## src/rtl/hilo_muldiv_pkg.sv

```systemverilog
// Purpose: shared encodings for the HI/LO multiply/divide unit.
// Latency: n/a (types and constants only).
// Backpressure: n/a.
package hilo_muldiv_pkg;

    typedef enum logic [1:0] {
        MD_OP_MULT  = 2'b00,
        MD_OP_MULTU = 2'b01,
        MD_OP_DIV   = 2'b10,
        MD_OP_DIVU  = 2'b11
    } md_op_e;

    typedef enum logic [1:0] {
        MD_IDLE = 2'b00,
        MD_RUN  = 2'b01,
        MD_FIX  = 2'b10
    } md_state_e;

    localparam int MD_WIDTH_DEFAULT = 32;

    // Width of the iteration counter for a given operand width.
    function automatic int md_cnt_w(input int width);
        return (width > 1) ? $clog2(width) : 1;
    endfunction

endpackage

```

## src/rtl/muldiv_step.sv

```systemverilog
// Purpose: one radix-2 iteration, shift-add multiply or restoring shift-subtract divide.
// Latency: combinational.
// Backpressure: none; the caller registers acc_out every RUN cycle.
//
// Ports:
//   is_div  - 1 selects the divide step, 0 the multiply step
//   acc_in  - {upper, lower} accumulator: {partial product, multiplier} or {remainder, dividend/quotient}
//   opnd    - multiplicand magnitude or divisor magnitude
//   acc_out - accumulator after this iteration
module muldiv_step #(
    parameter int WIDTH = 32
) (
    input  logic               is_div,
    input  logic [2*WIDTH-1:0] acc_in,
    input  logic [WIDTH-1:0]   opnd,
    output logic [2*WIDTH-1:0] acc_out
);

    logic [WIDTH:0] add_sum;
    logic [WIDTH:0] trial;

    always_comb begin
        // Multiply: add multiplicand into the upper half when the multiplier LSB is set,
        // then shift the whole accumulator right; the carry lands in the MSB.
        add_sum = {1'b0, acc_in[2*WIDTH-1:WIDTH]} + (acc_in[0] ? {1'b0, opnd} : '0);
        // Divide: shift the next dividend bit into the remainder and try the subtraction
        // at WIDTH+1 bits so the borrow tells us whether to restore.
        trial   = acc_in[2*WIDTH-1:WIDTH-1] - {1'b0, opnd};
        acc_out = {add_sum, acc_in[WIDTH-1:1]};
        if (is_div) begin
            if (!trial[WIDTH]) begin
                acc_out = {trial[WIDTH-1:0], acc_in[WIDTH-2:0], 1'b1};
            end else begin
                acc_out = {acc_in[2*WIDTH-2:0], 1'b0};
            end
        end
    end

endmodule

```

## src/rtl/hilo_muldiv.sv

```systemverilog
// Purpose: iterative mult/div unit owning the HI/LO pair, with mthi/mtlo writes and hazard stall.
// Latency: accept edge + WIDTH RUN edges + 1 FIX edge; Done pulses the cycle after HI/LO update.
// Backpressure: Start held until accepted in IDLE; Stall asserted while Busy and ID needs the unit.
//
// Ports:
//   Clock, Reset_n      - rising-edge clock, async active-low reset
//   Start, Op, A, B     - mult/div request; operands and op sampled on accept
//   Mt_Hi, Mt_Lo        - write A into Hi / Lo when idle and no Start
//   Mf_Req              - ID stage holds mfhi/mflo
//   Hi, Lo              - architectural HI/LO registers
//   Busy, Stall         - operation in progress / freeze PC and IF/ID
//   Done, Div0          - one-cycle result pulse / divisor was zero
module hilo_muldiv
    import hilo_muldiv_pkg::*;
#(
    parameter int WIDTH = MD_WIDTH_DEFAULT
) (
    input  logic             Clock,
    input  logic             Reset_n,
    input  logic             Start,
    input  logic [1:0]       Op,
    input  logic [WIDTH-1:0] A,
    input  logic [WIDTH-1:0] B,
    input  logic             Mt_Hi,
    input  logic             Mt_Lo,
    input  logic             Mf_Req,
    output logic [WIDTH-1:0] Hi,
    output logic [WIDTH-1:0] Lo,
    output logic             Busy,
    output logic             Stall,
    output logic             Done,
    output logic             Div0
);

    localparam int              CNT_W    = md_cnt_w(WIDTH);
    localparam logic [CNT_W-1:0] CNT_LAST = CNT_W'(WIDTH - 1);

    md_state_e          state_q, state_d;
    md_op_e             op_q, op_d;
    logic [CNT_W-1:0]   cnt_q, cnt_d;
    logic [2*WIDTH-1:0] acc_q, acc_d, acc_step;
    logic [WIDTH-1:0]   opnd_q, opnd_d;     // multiplicand (mult) or divisor (div) magnitude
    logic               sign_a_q, sign_a_d, sign_b_q, sign_b_d;
    logic [WIDTH-1:0]   hi_q, hi_d, lo_q, lo_d;
    logic               done_q, done_d, div0_q, div0_d;

    logic               op_signed, a_neg, b_neg, is_div, opnd_zero;
    logic [WIDTH-1:0]   a_mag, b_mag, quo_fix, rem_fix;
    logic [2*WIDTH-1:0] prod_fix;

    // The op's MSB distinguishes divide from multiply in the encoding.
    assign is_div = op_q[1];

    muldiv_step #(.WIDTH(WIDTH)) u_step (
        .is_div  (is_div),
        .acc_in  (acc_q),
        .opnd    (opnd_q),
        .acc_out (acc_step)
    );

    always_comb begin
        state_d  = state_q;
        op_d     = op_q;
        cnt_d    = cnt_q;
        acc_d    = acc_q;
        opnd_d   = opnd_q;
        sign_a_d = sign_a_q;
        sign_b_d = sign_b_q;
        hi_d     = hi_q;
        lo_d     = lo_q;
        done_d   = 1'b0;
        div0_d   = 1'b0;

        // Operand conditioning for a new request; signed ops have LSB clear.
        op_signed = ~Op[0];
        a_neg     = op_signed & A[WIDTH-1];
        b_neg     = op_signed & B[WIDTH-1];
        a_mag     = a_neg ? -A : A;
        b_mag     = b_neg ? -B : B;

        // Sign correction applied in FIX. The remainder follows the dividend, which also
        // turns the divide-by-zero remainder (|A|) back into the raw A.
        opnd_zero = (opnd_q == '0);
        prod_fix  = (sign_a_q ^ sign_b_q) ? -acc_q : acc_q;
        quo_fix   = (sign_a_q ^ sign_b_q) ? -acc_q[WIDTH-1:0] : acc_q[WIDTH-1:0];
        rem_fix   = sign_a_q ? -acc_q[2*WIDTH-1:WIDTH] : acc_q[2*WIDTH-1:WIDTH];

        case (state_q)
            MD_IDLE: begin
                if (Start) begin
                    op_d     = md_op_e'(Op);
                    sign_a_d = a_neg;
                    sign_b_d = b_neg;
                    opnd_d   = Op[1] ? b_mag : a_mag;
                    acc_d    = {{WIDTH{1'b0}}, (Op[1] ? a_mag : b_mag)};
                    cnt_d    = '0;
                    state_d  = MD_RUN;
                end else begin
                    if (Mt_Hi) hi_d = A;
                    if (Mt_Lo) lo_d = A;
                end
            end
            MD_RUN: begin
                acc_d = acc_step;
                cnt_d = cnt_q + 1'b1;
                if (cnt_q == CNT_LAST) state_d = MD_FIX;
            end
            MD_FIX: begin
                if (is_div) begin
                    hi_d   = rem_fix;
                    lo_d   = opnd_zero ? {WIDTH{1'b1}} : quo_fix;
                    div0_d = opnd_zero;
                end else begin
                    hi_d = prod_fix[2*WIDTH-1:WIDTH];
                    lo_d = prod_fix[WIDTH-1:0];
                end
                done_d  = 1'b1;
                state_d = MD_IDLE;
            end
            default: state_d = MD_IDLE;
        endcase
    end

    always_ff @(posedge Clock or negedge Reset_n) begin
        if (!Reset_n) begin
            state_q  <= MD_IDLE;
            op_q     <= MD_OP_MULT;
            cnt_q    <= '0;
            acc_q    <= '0;
            opnd_q   <= '0;
            sign_a_q <= 1'b0;
            sign_b_q <= 1'b0;
            hi_q     <= '0;
            lo_q     <= '0;
            done_q   <= 1'b0;
            div0_q   <= 1'b0;
        end else begin
            state_q  <= state_d;
            op_q     <= op_d;
            cnt_q    <= cnt_d;
            acc_q    <= acc_d;
            opnd_q   <= opnd_d;
            sign_a_q <= sign_a_d;
            sign_b_q <= sign_b_d;
            hi_q     <= hi_d;
            lo_q     <= lo_d;
            done_q   <= done_d;
            div0_q   <= div0_d;
        end
    end

    assign Hi    = hi_q;
    assign Lo    = lo_q;
    assign Busy  = (state_q != MD_IDLE);
    assign Stall = Busy & (Start | Mf_Req | Mt_Hi | Mt_Lo);
    assign Done  = done_q;
    assign Div0  = div0_q;

endmodule

```

## config.mk

```make
export PLATFORM = sky130hd
export DESIGN_NAME = hilo_muldiv
export DESIGN_NICKNAME = d
export VERILOG_FILES = /design/src/rtl/hilo_muldiv_pkg.sv /design/src/rtl/muldiv_step.sv /design/src/rtl/hilo_muldiv.sv
export SDC_FILE = /design/constraint.sdc
export NUM_CORES = 1
export LEC_CHECK = 0
export ABC_AREA = 1
export BUFFER_PORTS_ARGS = -buffer_cell sky130_fd_sc_hd__buf_2
export CAP_MARGIN = 15
export CORE_ASPECT_RATIO = 1.1
export CORE_MARGIN = 2
export CORE_UTILIZATION = 45
export CTS_BUF_LIST = sky130_fd_sc_hd__clkbuf_8 sky130_fd_sc_hd__clkbuf_16
export DETAILED_ROUTE_END_ITERATION = 10
export GPL_TIMING_DRIVEN = 0
export SYNTH_ARGS = -nofsm -noshare
export SYNTH_HDL_FRONTEND = slang
export SYNTH_SLANG_ARGS = --single-unit
export TNS_END_PERCENT = 50
```

## constraint.sdc

```tcl
create_clock -name Clock -period 2.72 [get_ports Clock]
set_input_delay 0.408 -clock Clock [delete_from_list [all_inputs] [get_ports Clock]]
set_output_delay 0.408 -clock Clock [all_outputs]
set_load 0.005 [all_outputs]
```

# == Yosys cells after proc, flatten, opt, wreduce, memory -nomap -nowiden ==
# Index checks and enable logic that the tools add are counted.
# word_totals
register_bits,173
in_bits,72
out_inout_bits,68
word_cells,74
# classes
add_sub_neg,8
n_eq_ne,8
mux,29
bitwise_logic,8
n_reduce_logical,10
# ops
operator,count
two-way mux 32 bit,14
two-way mux 64 bit,4
negator 32 bit,4
case mux 32 bit (2 select lines),2
case mux 64 bit (2 select lines),1
negator 64 bit,1
adder 32 x 33 -> 33 bit,1
subtractor 33 x 32 -> 33 bit,1
zero test 32 bit,1
inequality test 2 bit (second input constant),5
case mux 5 bit (2 select lines),1
AND reduction 2 bit,3
AND reduction 3 bit,2
nonzero test 2 bit,3
adder 5 x 1 -> 5 bit (second input constant),1
equality test 5 bit (second input constant),1
two-way mux 5 bit,1
two-way mux 2 bit,2
case mux 2 bit (2 select lines),1
AND 1 bit,3
two-way mux 1 bit,3
OR 1 bit,3
equality test 2 x 1 -> 1 bit (second input constant),1
equality test 2 bit (second input constant),1
other kinds (3),3

# == Depth between registers and ports, before layout ==
# logic_depth
word_depth,6
depth_mapped,20
mapped_depth_nobuf,18

# == By module ==
# From an unflattened synthesis, not the netlist that was laid out.
# hier_totals
hier_cells,3070
hier_area_um2,18267.5
# by_module_without_submodules
module,n_inst,cells_each,area_each_um2,seq_area_each_um2
hilo_muldiv,1,1762,11911.4,4304.1
muldiv_step,1,1308,6356.1,0.0

# == Least setup slack after synthesis ==
# No wires, ideal clock.
# synth_timing
kind,reg-to-reg
from,register acc_q[0]
to,register acc_q[61]
setup_time_ns,0.116
t_arrival_ns,2.470
required_ns,2.604
path_slack_ns,0.133
stages_incl_launch_ff,20
path_buffers,2
period_less_slack_ns,2.587
cell_sequence,dfrtp_1 -> buf_2 -> clkbuf_1 -> nand2_1 -> inv_1 -> ha_1 -> inv_1 -> fa_1 -> o21ai_1 -> nand2_1 -> nand2_1 -> nand2_1 -> nand2_1 -> nand2_1 -> nand3_1 -> nand3_1 -> nand2_1 -> inv_1 -> nand2_1 -> nand2_1
# synth_via
elab_chain_cells,4
# synth_lines
element,line,source
start: declaration,hilo_muldiv.sv:41,"logic [2*WIDTH-1:0] acc_q, acc_d, acc_step;"
start signal: assignment,hilo_muldiv.sv:129,acc_q <= '0;
start signal: assignment,hilo_muldiv.sv:141,acc_q <= acc_d;
two-way mux 32 bit,muldiv_step.sv:25,"add_sum = {1'b0, acc_in[2*WIDTH-1:WIDTH]} + (acc_in[0] ? {1'b0, opnd} : '0);"
adder 32 x 33 -> 33 bit,muldiv_step.sv:25,
two-way mux 64 bit,muldiv_step.sv:30,if (is_div) begin
case mux 64 bit (2 select lines),hilo_muldiv.sv:88,case (state_q)
# No other way between the ends.
# A chain may end at the register's enable or synchronous reset.

# == Worst setup path in the final report ==
# layout_timing
from,register opnd_q[14]
to,register acc_q[38]
# layout_via
elab_chain_cells,4
# layout_lines
element,line,source
start: declaration,hilo_muldiv.sv:42,"logic [WIDTH-1:0] opnd_q, opnd_d;"
start signal: assignment,hilo_muldiv.sv:142,opnd_q <= opnd_d;
subtractor 33 x 32 -> 33 bit,muldiv_step.sv:28,"trial = acc_in[2*WIDTH-1:WIDTH-1] - {1'b0, opnd};"
two-way mux 64 bit,muldiv_step.sv:31,if (!trial[WIDTH]) begin
two-way mux 64 bit,muldiv_step.sv:30,
case mux 64 bit (2 select lines),hilo_muldiv.sv:88,
# No other way between the ends.

==> flow_summary.ini <==
[job]
drv_cap = 0

[sta]
tightest_slew_ps = 1160
rsz0062_at_grt = true
fin_crit_ps = 2660
slew_headroom = 0.228
skew_ps = 14.1
fmax_mhz = 376
setup_viol = 0
hold_violations = 0
slew_violations = 0
min_period_over_period = 0.977

[drt]
drc = 0
drt_iter0_drc = 3078
drtAntennaViolNets = 0
viasPerCell = 5.87
first_pass_iters = 6
vias = 23000
drt-wirelength-per-cell_um = 23.1
routed_wl_um = 90400

[global_route]
gr-usage-met2 = 0.651
grt_max_degree = 118
grt_antenna_before_repair = 2
use_met3 = 0.0885
grt_pass1_vias = 21000
grt_pass1_wl_um = 131000
grtUsageMet1 = 0.520
grt_usage = 0.416
overflow = 0
top_usage_layer = met2

[logic_synthesis]
synth.avg_cell_area_sq_um = 5.91
ys_types = 58
synth_area_leaders = dfrtp_1 23%, nand2_1 21%, inv_1 8.7%, nand3_1 8.3%, nor2_1 5.0%
ys.warnings.count = 0
syn-num-nets = 3303
yosys.area.top_type = dfrtp_1
ys_ff_latch = 172
synth_top_area_share = 0.231
synth.cell_area_sq_mm = 0.0187
seq_area_frac_synth = 0.231
ys_async_sr_fraction = 1.00
synth_edf_count = 0
synth_cells = 3159
synthFlopType = dfrtp_1

[critical_path]
path_depth = 17
cp_top_family = simple AND/OR/NAND/NOR gates
crit_required_ps = 3080
cp_max_fo = 5
crit_buf_inv = 3
end_kind = register
critPathMaxStageDelay_ps = 440
cp.arrival_ps = 3020
critPathKind = reg -> reg
start_kind = register
r2r_cells = 17
slowest_stage = dfrtp_1
cp_cell_sequence = inv_1 > ha_1 > nand2_1 > inv_1 > nand2_1 > nand2_1 > a21oi_2 > nand2_4 > nand2_4 > nand2_4 > nand2_4 > nand2_8 > buf_12 > nor2_4 > nand2_2 > nand3b_1 > nand2_1

[clock_network]
cts.sinks = 172
numCtsBuffers = 17
clock_path_buffers = 2
cts_tree = yes
cts_root_buffer = clkbuf_16
clkLatencyLatePin_ps = 480
htree_levels = 4
path_clk_slew_ps = 80

[layout]
multi_input_area_sq_mm = 0.0126
diodes = 0
nFillCells = 4333
drive_above_1_share = 0.145
nets = 3484
instances_no_fill = 3912
postLayoutCoreUtil = 0.522
syn_to_final_growth_pct = 15.0
regArea_sq_mm = 0.00434

[power]
vdd_drop_max_mv = 0.704
power.density_mw_per_mm2 = 1460
finalPower_uw = 31300
p_leak_uw = 0.0110

[die]
core_region_area_sq_mm = 0.0411
dieArea_sq_mm = 0.0431
die_height_um = 218
num_rows = 78
start_util = 0.454
die_w_um = 198
io_pins = 140

[outcome]
status = complete, no violations

[placement]
gp_congestion = 1.07
io_buffers = 139
dp_cells = 3859
hpwl_um = 74400

[hold_path]
min_path_cells = 3
min_path_type = in -> reg
-- worst reg2reg max path: stages, from the launching register on --
cell and delay (ps):
dfrtp_1 440, inv_1 130, ha_1 350, nand2_1 150
inv_1 50, nand2_1 60, nand2_1 120, a21oi_2 210
nand2_4 90, nand2_4 100, nand2_4 70, nand2_4 100
nand2_8 90, buf_12 140, nor2_4 190, nand2_2 100
nand3b_1 90, nand2_1 50
-- layout by cell type, fill, tap and decap left out, drive strengths merged, types with 16 or more instances in the layout --
cell type	Yosys	final
buf	38	200
dfrtp	172	172
or2	19	19
nand2	1088	1088
a21oi	141	141
ha	70	70
o21ai	194	194
a21boi	16	16
o2111ai	21	21
o211ai	33	33
xor2	37	37
nand4	51	51
nand3b	20	20
inv	449	452
clkbuf	64	80
nor2	264	264
nand3	347	347
nor3	43	43
a22oi	17	17
-- per-layer routing --
layer / share of wire / up-vias / routed length, um
li1: - / 10600 / -
met1: 0.39 / 10700 / 34800
met2: 0.44 / 1338 / 39700
met3: 0.099 / 298 / 8940
met4: 0.076 / 8 / 6900
met5: 0.00065 / - / 59
-- flip-flops by register name (all words and copies together) (netlist names), 2 cells and up --
register	cells
Hi	32
Lo	32
acc_q	64
cnt_q	5
opnd_q	32
state_q	2
-- synthesized netlist by cell type, drive strengths merged, types with 3 or more instances --
| cell | count |
|---|---|
| nand2 | 1088 |
| inv | 449 |
| nand3 | 347 |
| nor2 | 264 |
| o21ai | 194 |
| dfrtp | 172 |
| a21oi | 141 |
| ha | 70 |
| clkbuf | 64 |
| nand4 | 51 |
| nor3 | 43 |
| buf | 38 |
| xor2 | 37 |
| o211ai | 33 |
| o2111ai | 21 |
| nand3b | 20 |
| or2 | 19 |
| a22oi | 17 |
| a21boi | 16 |
| o21bai | 15 |
| xnor2 | 14 |
| o221ai | 11 |
| a21o | 6 |
| nor4 | 5 |
| and2 | 4 |
| clkinv | 3 |
-- logic make-up after synthesis --
group           count (synthesis)  synth area share
simple gates                 1844             0.432
buf+inv                       554             0.118
compound gates                466             0.147
flops                         172             0.231
fa+ha+maj                      72            0.0491
xor+xnor                       51            0.0239
-- layout make-up --
type | instances | share of cell area
multi-input cells | 2433 | 0.589
flip-flops and latches | 172 | 0.202
inverters | 452 | 0.0797
repair buffers | 162 | 0.0437
well taps | 560 | 0.0326
plain buffers | 102 | 0.0242
clock buffers | 17 | 0.0198
clock inverters | 14 | 0.00868
-- metrics by stage --
step           worst slack, ps  TNS [ps]  cell area (sq um)  hold WS, ps
2_1_floorplan              133         0              18700          112
3_3_place_gp             -1630   -285620              20100          472
3_5_place_dp              -834    -12360              20100          378
4_1_cts                  0.301         0              20900          279
5_1_grt                  -78.3      -342              21500          304
6_report                  63.1         0              21500          292
-- power by group --
group / leakage (uW) / internal (uW) / switching (uW)
clock network: 0.000301 / 1460 / 1240
registers: 0.00205 / 3900 / 1890
logic: 0.00868 / 7810 / 15000
-- worst paths after layout --
path / from / end / slack [ps]
worst max-delay path: opnd_q[14] / acc_q[38] / 60
worst min-delay path: Mt_Hi / Hi[21] / 290
worst max register to register: opnd_q[14] / acc_q[38] / 60
worst min register to register: Hi[4] / Hi[4] / 500
max in group asynchronous: Reset_n / Lo[6] / 1260
min in group asynchronous: Reset_n / acc_q[60] / 460
-- what timing repair did --
action / 4_1_cts / 5_1_grt
setup buffers: 9 / 13
resized for setup: 36 / 144
hold buffers: 1 / 0
hold endpoints to repair: 55 / 0
pin swaps: 5 / 10
endpoints found under the setup margin: 36 / 60
Note: power is estimated with default switching activity, not from simulation.
